### src/rtl/fft_butterfly_ram.sv
// Radix-2 FFT data path: complex sample RAM plus one butterfly per controller read request.
// Optional macro BUTTERFLY_SCALE_EN halves every butterfly output (whole FFT scaled by 1/N).
module fft_butterfly_ram #(
  parameter int L_MAX   = 3,
  parameter int DATA_W  = 16,
  parameter int TW_FRAC = 14
) (
  input  logic              clk,
  input  logic              rst,
  input  logic              initial_flag,
  input  logic              rd_en,
  input  logic [L_MAX-1:0]  rd_add1,
  input  logic [L_MAX-1:0]  rd_add2,
  input  logic [15:0]       factor_re,
  input  logic [15:0]       factor_im,
  input  logic              en_multi,
  input  logic              wr_en,
  input  logic [L_MAX-1:0]  wr_add1,
  input  logic [L_MAX-1:0]  wr_add2,
  output logic              butterfly_finish_flag,
  input  logic              load_en,
  input  logic [L_MAX-1:0]  load_addr,
  input  logic [DATA_W-1:0] load_re,
  input  logic [DATA_W-1:0] load_im,
  input  logic [L_MAX-1:0]  out_addr,
  output logic [DATA_W-1:0] out_re,
  output logic [DATA_W-1:0] out_im,
  output logic              err_proto
);

  localparam int N      = 1 << L_MAX;
  localparam int PROD_W = 16 + DATA_W + 1;
  localparam int SUM_W  = DATA_W + 2;
  localparam int ROUND  = 1 << (TW_FRAC - 1);

  localparam logic signed [SUM_W-1:0] SAT_MAX = SUM_W'((1 << (DATA_W - 1)) - 1);
  localparam logic signed [SUM_W-1:0] SAT_MIN = SUM_W'(-(1 << (DATA_W - 1)));

  localparam logic [2:0] S_IDLE    = 3'd0;
  localparam logic [2:0] S_FETCH   = 3'd1;
  localparam logic [2:0] S_MULT    = 3'd2;
  localparam logic [2:0] S_SUM     = 3'd3;
  localparam logic [2:0] S_DONE    = 3'd4;
  localparam logic [2:0] S_WAIT_WR = 3'd5;

  logic [2:0]               state;
  logic signed [DATA_W-1:0] a_re, a_im, b_re, b_im;
  logic signed [15:0]       w_re, w_im;
  logic signed [SUM_W-1:0]  p_re, p_im;
  logic [DATA_W-1:0]        r1_re, r1_im, r2_re, r2_im;
  logic [DATA_W-1:0]        mem_re [N];
  logic [DATA_W-1:0]        mem_im [N];
  logic signed [PROD_W-1:0] pr_full, pi_full;
  logic signed [SUM_W-1:0]  pr_rnd, pi_rnd;
  logic signed [SUM_W-1:0]  s1_re, s1_im, s2_re, s2_im;
  logic                     wb_fire;

  function automatic logic [DATA_W-1:0] sat(input logic signed [SUM_W-1:0] v);
    if (v > SAT_MAX)      return SAT_MAX[DATA_W-1:0];
    else if (v < SAT_MIN) return SAT_MIN[DATA_W-1:0];
    else                  return v[DATA_W-1:0];
  endfunction

  assign wb_fire = initial_flag && (state == S_WAIT_WR) && wr_en;

  // Complex product W*B at full width, rounded half-up before dropping the twiddle fraction.
  always_comb begin
    pr_full = PROD_W'(w_re) * PROD_W'(b_re) - PROD_W'(w_im) * PROD_W'(b_im);
    pi_full = PROD_W'(w_re) * PROD_W'(b_im) + PROD_W'(w_im) * PROD_W'(b_re);
    pr_rnd  = SUM_W'((pr_full + PROD_W'(ROUND)) >>> TW_FRAC);
    pi_rnd  = SUM_W'((pi_full + PROD_W'(ROUND)) >>> TW_FRAC);
  end

  always_comb begin
`ifdef BUTTERFLY_SCALE_EN
    s1_re = (SUM_W'(a_re) + p_re) >>> 1;
    s1_im = (SUM_W'(a_im) + p_im) >>> 1;
    s2_re = (SUM_W'(a_re) - p_re) >>> 1;
    s2_im = (SUM_W'(a_im) - p_im) >>> 1;
`else
    s1_re = SUM_W'(a_re) + p_re;
    s1_im = SUM_W'(a_im) + p_im;
    s2_re = SUM_W'(a_re) - p_re;
    s2_im = SUM_W'(a_im) - p_im;
`endif
  end

  // Dropping initial_flag aborts the butterfly from any state without writing back.
  always_ff @(posedge clk or negedge rst) begin
    if (!rst) begin
      state                 <= S_IDLE;
      butterfly_finish_flag <= 1'b0;
      err_proto             <= 1'b0;
      a_re  <= '0; a_im  <= '0; b_re  <= '0; b_im  <= '0;
      w_re  <= '0; w_im  <= '0; p_re  <= '0; p_im  <= '0;
      r1_re <= '0; r1_im <= '0; r2_re <= '0; r2_im <= '0;
    end else begin
      if (wr_en && state != S_WAIT_WR) err_proto <= 1'b1;
      if (!initial_flag) begin
        state                 <= S_IDLE;
        butterfly_finish_flag <= 1'b0;
      end else begin
        butterfly_finish_flag <= 1'b0;
        case (state)
          S_IDLE: if (rd_en) state <= S_FETCH;
          S_FETCH: begin
            a_re  <= mem_re[rd_add1];
            a_im  <= mem_im[rd_add1];
            b_re  <= mem_re[rd_add2];
            b_im  <= mem_im[rd_add2];
            w_re  <= factor_re;
            w_im  <= factor_im;
            state <= S_MULT;
          end
          S_MULT: if (en_multi) begin
            p_re  <= pr_rnd;
            p_im  <= pi_rnd;
            state <= S_SUM;
          end
          S_SUM: begin
            r1_re <= sat(s1_re);
            r1_im <= sat(s1_im);
            r2_re <= sat(s2_re);
            r2_im <= sat(s2_im);
            butterfly_finish_flag <= 1'b1;
            state <= S_DONE;
          end
          S_DONE:    state <= S_WAIT_WR;
          S_WAIT_WR: if (wr_en) state <= S_IDLE;
          default:   state <= S_IDLE;
        endcase
      end
    end
  end

  // B' is written first so that A' lands last when both targets coincide.
  always_ff @(posedge clk) begin
    if (!initial_flag && load_en) begin
      mem_re[load_addr] <= load_re;
      mem_im[load_addr] <= load_im;
    end
    if (wb_fire) begin
      mem_re[wr_add2] <= r2_re;
      mem_im[wr_add2] <= r2_im;
      mem_re[wr_add1] <= r1_re;
      mem_im[wr_add1] <= r1_im;
    end
  end

  always_ff @(posedge clk or negedge rst) begin
    if (!rst) begin
      out_re <= '0;
      out_im <= '0;
    end else begin
      out_re <= mem_re[out_addr];
      out_im <= mem_im[out_addr];
    end
  end

endmodule

### config.mk
export PLATFORM = sky130hd
export DESIGN_NAME = fft_butterfly_ram
export DESIGN_NICKNAME = d
export VERILOG_FILES = /design/src/rtl/fft_butterfly_ram.sv
export SDC_FILE = /design/constraint.sdc
export NUM_CORES = 2
export LEC_CHECK = 0
export ABC_AREA = 0
export CAP_MARGIN = 20
export CORE_MARGIN = 4
export CORE_UTILIZATION = 47
export DETAILED_ROUTE_END_ITERATION = 10
export GPL_TIMING_DRIVEN = 0
export HOLD_SLACK_MARGIN = 0.15
export PLACE_DENSITY_LB_ADDON = 0.3
export SKIP_LAST_GASP = 1
export SYNTH_ARGS = -nofsm -noshare
export SYNTH_HDL_FRONTEND = slang
export SYNTH_SLANG_ARGS = --single-unit
### constraint.sdc
create_clock -name clk -period 10.57 [get_ports clk]
set_input_delay 1.5855 -clock clk [delete_from_list [all_inputs] [get_ports clk]]
set_output_delay 1.5855 -clock clk [all_outputs]
set_load 0.005 [all_outputs]
Word level (Yosys, flattened, before mapping):

Memories as Yosys holds them, arrays and structs flattened. A register that Yosys moved wholly into a read port is not among the register bits.
Cells that the tools add are included.

* flip-flop bits (word level): 137
* bits in writable memories: 256
* output and inout port bits: 34
* word-level logic and storage cells: 85
* memories kept: 2

* $add $sub $neg: 8
* multiply operators: 4
* order comparisons: 8
* equal/unequal tests: 9
* muxes and demuxes: 25
* reductions and logical operators: 18

Memory list
* mem_im: words 8, bits a word 16, read ports 3, clocked after memory_dff 3, wr ports 2, line 52 `logic [DATA_W-1:0] mem_im [N];`
* mem_re: words 8, bits a word 16, read ports 3, clocked after memory_dff 3, wr ports 2, line 51 `logic [DATA_W-1:0] mem_re [N];`

Operators with widths (number)
* 16-bit 2-to-1 mux: 10
* 16-bit by 16-bit multiplier with 32-bit output: 4
* 18-bit by 16-bit greater-than comparator with 1-bit output (second input constant): 4
* 18-bit by 16-bit less-than comparator with 1-bit output (second input constant): 4
* 32-bit by 15-bit adder with 32-bit output (second input constant): 2
* 16-bit by 18-bit adder with 18-bit output: 2
* 16-bit by 18-bit subtractor with 18-bit output: 2
* 32-bit adder: 1
* 16-bit OR reduction: 2
* 32-bit subtractor: 1
* 3-bit 2-to-1 mux: 6
* 3-bit one-hot mux with 6 select lines: 1
* 3-bit != test (second input constant): 4
* 1-bit 2-to-1 mux: 8
* 1-bit logical NOT: 7
* 3-bit by 2-bit equality test with 1-bit output (second input constant): 2
* 3-bit equality test (second input constant): 2
* 3-bit AND reduction: 2
* 1-bit logical AND: 4
* 2-bit AND reduction: 2
* 3-bit by 1-bit equality test with 1-bit output (second input constant): 1
* 3-bit logical NOT: 1

Logic depth before layout (Yosys ltp):

* word-level depth: 7
* gate-level depth with buffers: 29

Worst setup path before layout:

No wires, ideal clock.

* path type: register -> register
* from: register w_im[15]
* to: register p_im[16]
* arrival time: 7.263 ns
* data required time: 10.444 ns
* path slack: 3.181 ns
* cell stages (with the launch flop): 26
* path buffers: 1
* cell sequence: dfrtp_1 clkbuf_1 and2_1 fa_1 fa_1 inv_1 fa_1 inv_1 fa_1 fa_1 fa_1 fa_1 inv_1 fa_1 inv_1 ha_1 a21o_1 a21o_1 a21o_1 a21oi_1 o31ai_2 a31oi_1 o21ai_1 nand4_1 nor2_1 o32a_1

* word-level cells in the longest chain between the ends: 3

Ends and longest elaborated chain
* from (decl): line 48 `logic signed [15:0] w_re, w_im;`
* from (signal assigned): line 112 `w_im <= factor_im;`
* 16-bit by 16-bit multiplier with 32-bit output: line 69 `pi_full = PROD_W'(w_re) * PROD_W'(b_im) + PROD_W'(w_im) * PROD_W'(b_re);`
* 32-bit adder: line 69
* 32-bit by 15-bit adder with 32-bit output: line 71 `pi_rnd = SUM_W'((pi_full + PROD_W'(ROUND)) >>> TW_FRAC);`
* to (signal assigned): line 117 `p_im <= pi_rnd;`
* to (decl): line 49 `logic signed [SUM_W-1:0] p_re, p_im;`

Every way passes these cells.
A chain may end at the register's enable or synchronous reset.

Worst setup path after layout:

* from: register b_im[0], read port of mem_im
* to: register p_re[17]

* word-level cells in the longest chain between the ends: 3

Ends and longest elaborated chain
* from (decl): line 47 `logic signed [DATA_W-1:0] a_re, a_im, b_re, b_im;`
* 16-bit by 16-bit multiplier with 32-bit output: line 68 `pr_full = PROD_W'(w_re) * PROD_W'(b_re) - PROD_W'(w_im) * PROD_W'(b_im);`
* 32-bit subtractor: line 68
* 32-bit by 15-bit adder with 32-bit output: line 70 `pr_rnd = SUM_W'((pr_full + PROD_W'(ROUND)) >>> TW_FRAC);`
* to (signal assigned): line 116 `p_re <= pr_rnd;`
* to (decl): line 49

Every way passes these cells.

==> flow_metrics.env <==
export IMPL_crit_slowest_cell="clkbuf_1"
export IMPL_relSlewSlack_pct=15.88
export IMPL_gr_total_overflow=0
export IMPL_async_reset_ff_share_pct=47.65
export IMPL_seq_area_frac_synth_pct=20.18
export IMPL_synth_warnings=0
export IMPL_synth_area_um2=66970
export IMPL_port_buffers=113
export IMPL_syn_to_final_growth_pct=9.457
export IMPL_synthFlopType="edfxtp_1"
export IMPL_fmax_mhz=104.4
export IMPL_crit_path_max_fanout=14
export IMPL_synth_fp_nets=8240
export IMPL_grt_max_degree=104
export IMPL_totalWireLength_mm=249.0
export IMPL_drtIter0Drc=5974
export IMPL_hold_violations=0
export IMPL_fin_skew_ns=0.04814
export IMPL_syn_inst=6633
export IMPL_ios=123
export IMPL_die_w_um=385.5
export IMPL_maxCapViolCount=0
export IMPL_core_um2=141600
export IMPL_layout_nets=8454
export IMPL_cts_tree="yes"
export IMPL_worst_pin_slew_ns=1.262
export IMPL_route_detailed_drc=0
export IMPL_ys_top_cells_by_area="fa_1 (34%), edfxtp_1 (11%), dfrtp_1 (8.7%), inv_1 (7.5%), ha_1 (6.8%)"
export IMPL_synth_edf_count=256
export IMPL_required_ns=11.10
export IMPL_wl_met2_mm=110.1
export IMPL_setup_viol=0
export IMPL_post_drt_wl_per_cell_um=28.24
export IMPL_synth_cell_type_count=80
export IMPL_via_per_inst=5.808
export IMPL_clock_sinks=489
export IMPL_critPathArrivalTime_ns=10.11
export IMPL_drive_gt1_share_pct=6.481
export IMPL_period_minus_slack_ns=9.580
export IMPL_grt_usage_pct=34.12
export IMPL_final_core_util_pct=51.77
export IMPL_status="complete, no violations"
export IMPL_maxSlewViolCount=0
export IMPL_top_layer="met5"
export IMPL_post_route_period_util_pct=90.63
export IMPL_drt_met1_wl_mm=86.59
export IMPL_clockRootBuffer="clkbuf_16"
export IMPL_core_rowCount=138
export IMPL_cts_made_buffers=58
export IMPL_postCtsSetupBuffers=0
export IMPL_gp_routability_congestion=1.058
export IMPL_start_kind="register"
export IMPL_cts_clk_slew_worst_paths_ns=0.06
export IMPL_dp_hpwl_mm=196.6
export IMPL_grt_pass1_vias=53794
export IMPL_synth_seq_cells=489
export IMPL_die_area_um2=148600
export IMPL_clock_latency_ns=0.70
export IMPL_htree_num_levels=2
export IMPL_end_kind="register"
export IMPL_ctsLongestPathBuffers=3
export IMPL_synth_top_area_share_pct=34.47
export IMPL_hp_class="reg -> reg"
export IMPL_first_pass_iters=7
export IMPL_die_height_um=385.5
export IMPL_antenna_found_initial=33
export IMPL_synth_top_area_cell="fa_1"
export IMPL_vias=51203
export IMPL_path_class="reg -> reg"
export IMPL_slowest_delay_ns=0.76
export IMPL_grt_setup_unrepaired="no"
export IMPL_layout_commonest_cell="inv_1"
export IMPL_hold_buffers=0
export IMPL_layout_common_cells="inv_1 (1347), fa_1 (1153), nand2_1 (625), and2_1 (455), nor2_1 (450)"
export IMPL_cpMostUsedCell="fa_1"
export IMPL_met3_wirelength_mm=28.67
export IMPL_start_util_pct=47.30
export IMPL_cts_resized=0
export IMPL_ant_nets=0
export IMPL_grt_pass1_wl_mm=362.1
export IMPL_synth_area_per_cell_um2=10.10
-- routing by layer --
| metal | GRT usage (%) | vias up |
|---|---|---|
| met5 | 0 | - |
| met4 | 25.28 | 14 |
| met3 | 9.182 | 903 |
| met2 | 52.03 | 3333 |
| met1 | 41.71 | 25898 |
| li1 | - | 21055 |
-- cell usage after synthesis, types with 61 or more instances --
master    number
a21oi_1      417
and2_1       455
buf_1         61
clkbuf_1     326
dfrtp_1      233
edfxtp_1     256
fa_1        1153
ha_1         365
inv_1       1347
mux2_2        64
mux2i_1      101
mux4_2       192
nand2_1      625
nor2_1       450
o21ai_0       80
xnor2_1       99
-- sequential cells by signal, summed over array words and instances (netlist names), 18 cells and up --
| signal | count |
|---|---|
| mem_im | 128 |
| mem_re | 128 |
| p_im | 18 |
| p_re | 18 |
-- area by class of cell --
cell class                 instances  area [um^2]
timing repair buffer             154         1826
buffer                           402         1544
clock inverter                    37        355.3
clock buffer                      73         1619
sequential                       489        13520
multi-input combinational       4394        46950
inverter                        1348         5060
tap                             1890         2365
antenna                           29        72.57
fill                           12887        68280
-- path summary, 6_finish.rpt --
| check | from | to | slack [ns] | cells past startpoint |
|---|---|---|---|---|
| worst max-delay path | b_im[0]$_DFFE_PN0P_ | p_re[17]$_DFFE_PN0P_ | 0.99 | 26 |
| worst min-delay path | err_proto$_DFFE_PN0P_ | err_proto$_DFFE_PN0P_ | 0.47 | 1 |
| worst max register to register | b_im[0]$_DFFE_PN0P_ | p_re[17]$_DFFE_PN0P_ | 0.99 | 26 |
| worst min register to register | err_proto$_DFFE_PN0P_ | err_proto$_DFFE_PN0P_ | 0.47 | 1 |
| max in group asynchronous | rst | w_re[1]$_DFFE_PN0P_ | 8.81 | 2 |
| min in group asynchronous | rst | out_re[5]$_DFF_PN0_ | 0.78 | 1 |
-- metrics by stage --
stage / std cells / setup WS, ns / setup TNS [ns] / instance area, um^2 / hold slack (ns)
floorplan: 6633 / 3.181 / 0 / 66970 / 0.4496
global placement: 8636 / -3.013 / -689.10 / 70470 / 0.4507
detailed placement: 8660 / 1.106 / 0 / 71020 / 0.4544
CTS: 8770 / 1.144 / 0 / 72990 / 0.4747
global route: 8790 / 0.5138 / 0 / 73240 / 0.4932
finish: 8816 / 0.9902 / 0 / 73300 / 0.4708
-- kinds of logic (layout without fill, tap and decap cells) --
logic type | count (synthesis) | count (layout) | share of synthesized area, %
AND/OR/NAND/NOR | 1705 | 1705 | 11.92
multiplexers | 357 | 357 | 9.043
AO/OA/AOI/OAI | 676 | 676 | 5.904
flip-flops | 489 | 489 | 20.18
adder cells (fa/ha/maj) | 1518 | 1518 | 41.29
XOR/XNOR | 138 | 138 | 1.805
other | 0 | 29 | 0
buffers and inverters | 1750 | 2014 | 9.859
-- critical path: cells and delay by family, from the launching register on --
kind,cells,cell delay [ns]
adders and majority gates,9,4.27
buffers and inverters,7,1.81
AOI/OAI and AO/OA,6,1.49
and+or+nand+nor,3,0.95
DFF,1,0.74
xor gates and xnor gates,1,0.16
Power is not shown: default switching activity piles up to over one toggle a cycle in this logic, so the estimate is an artifact.
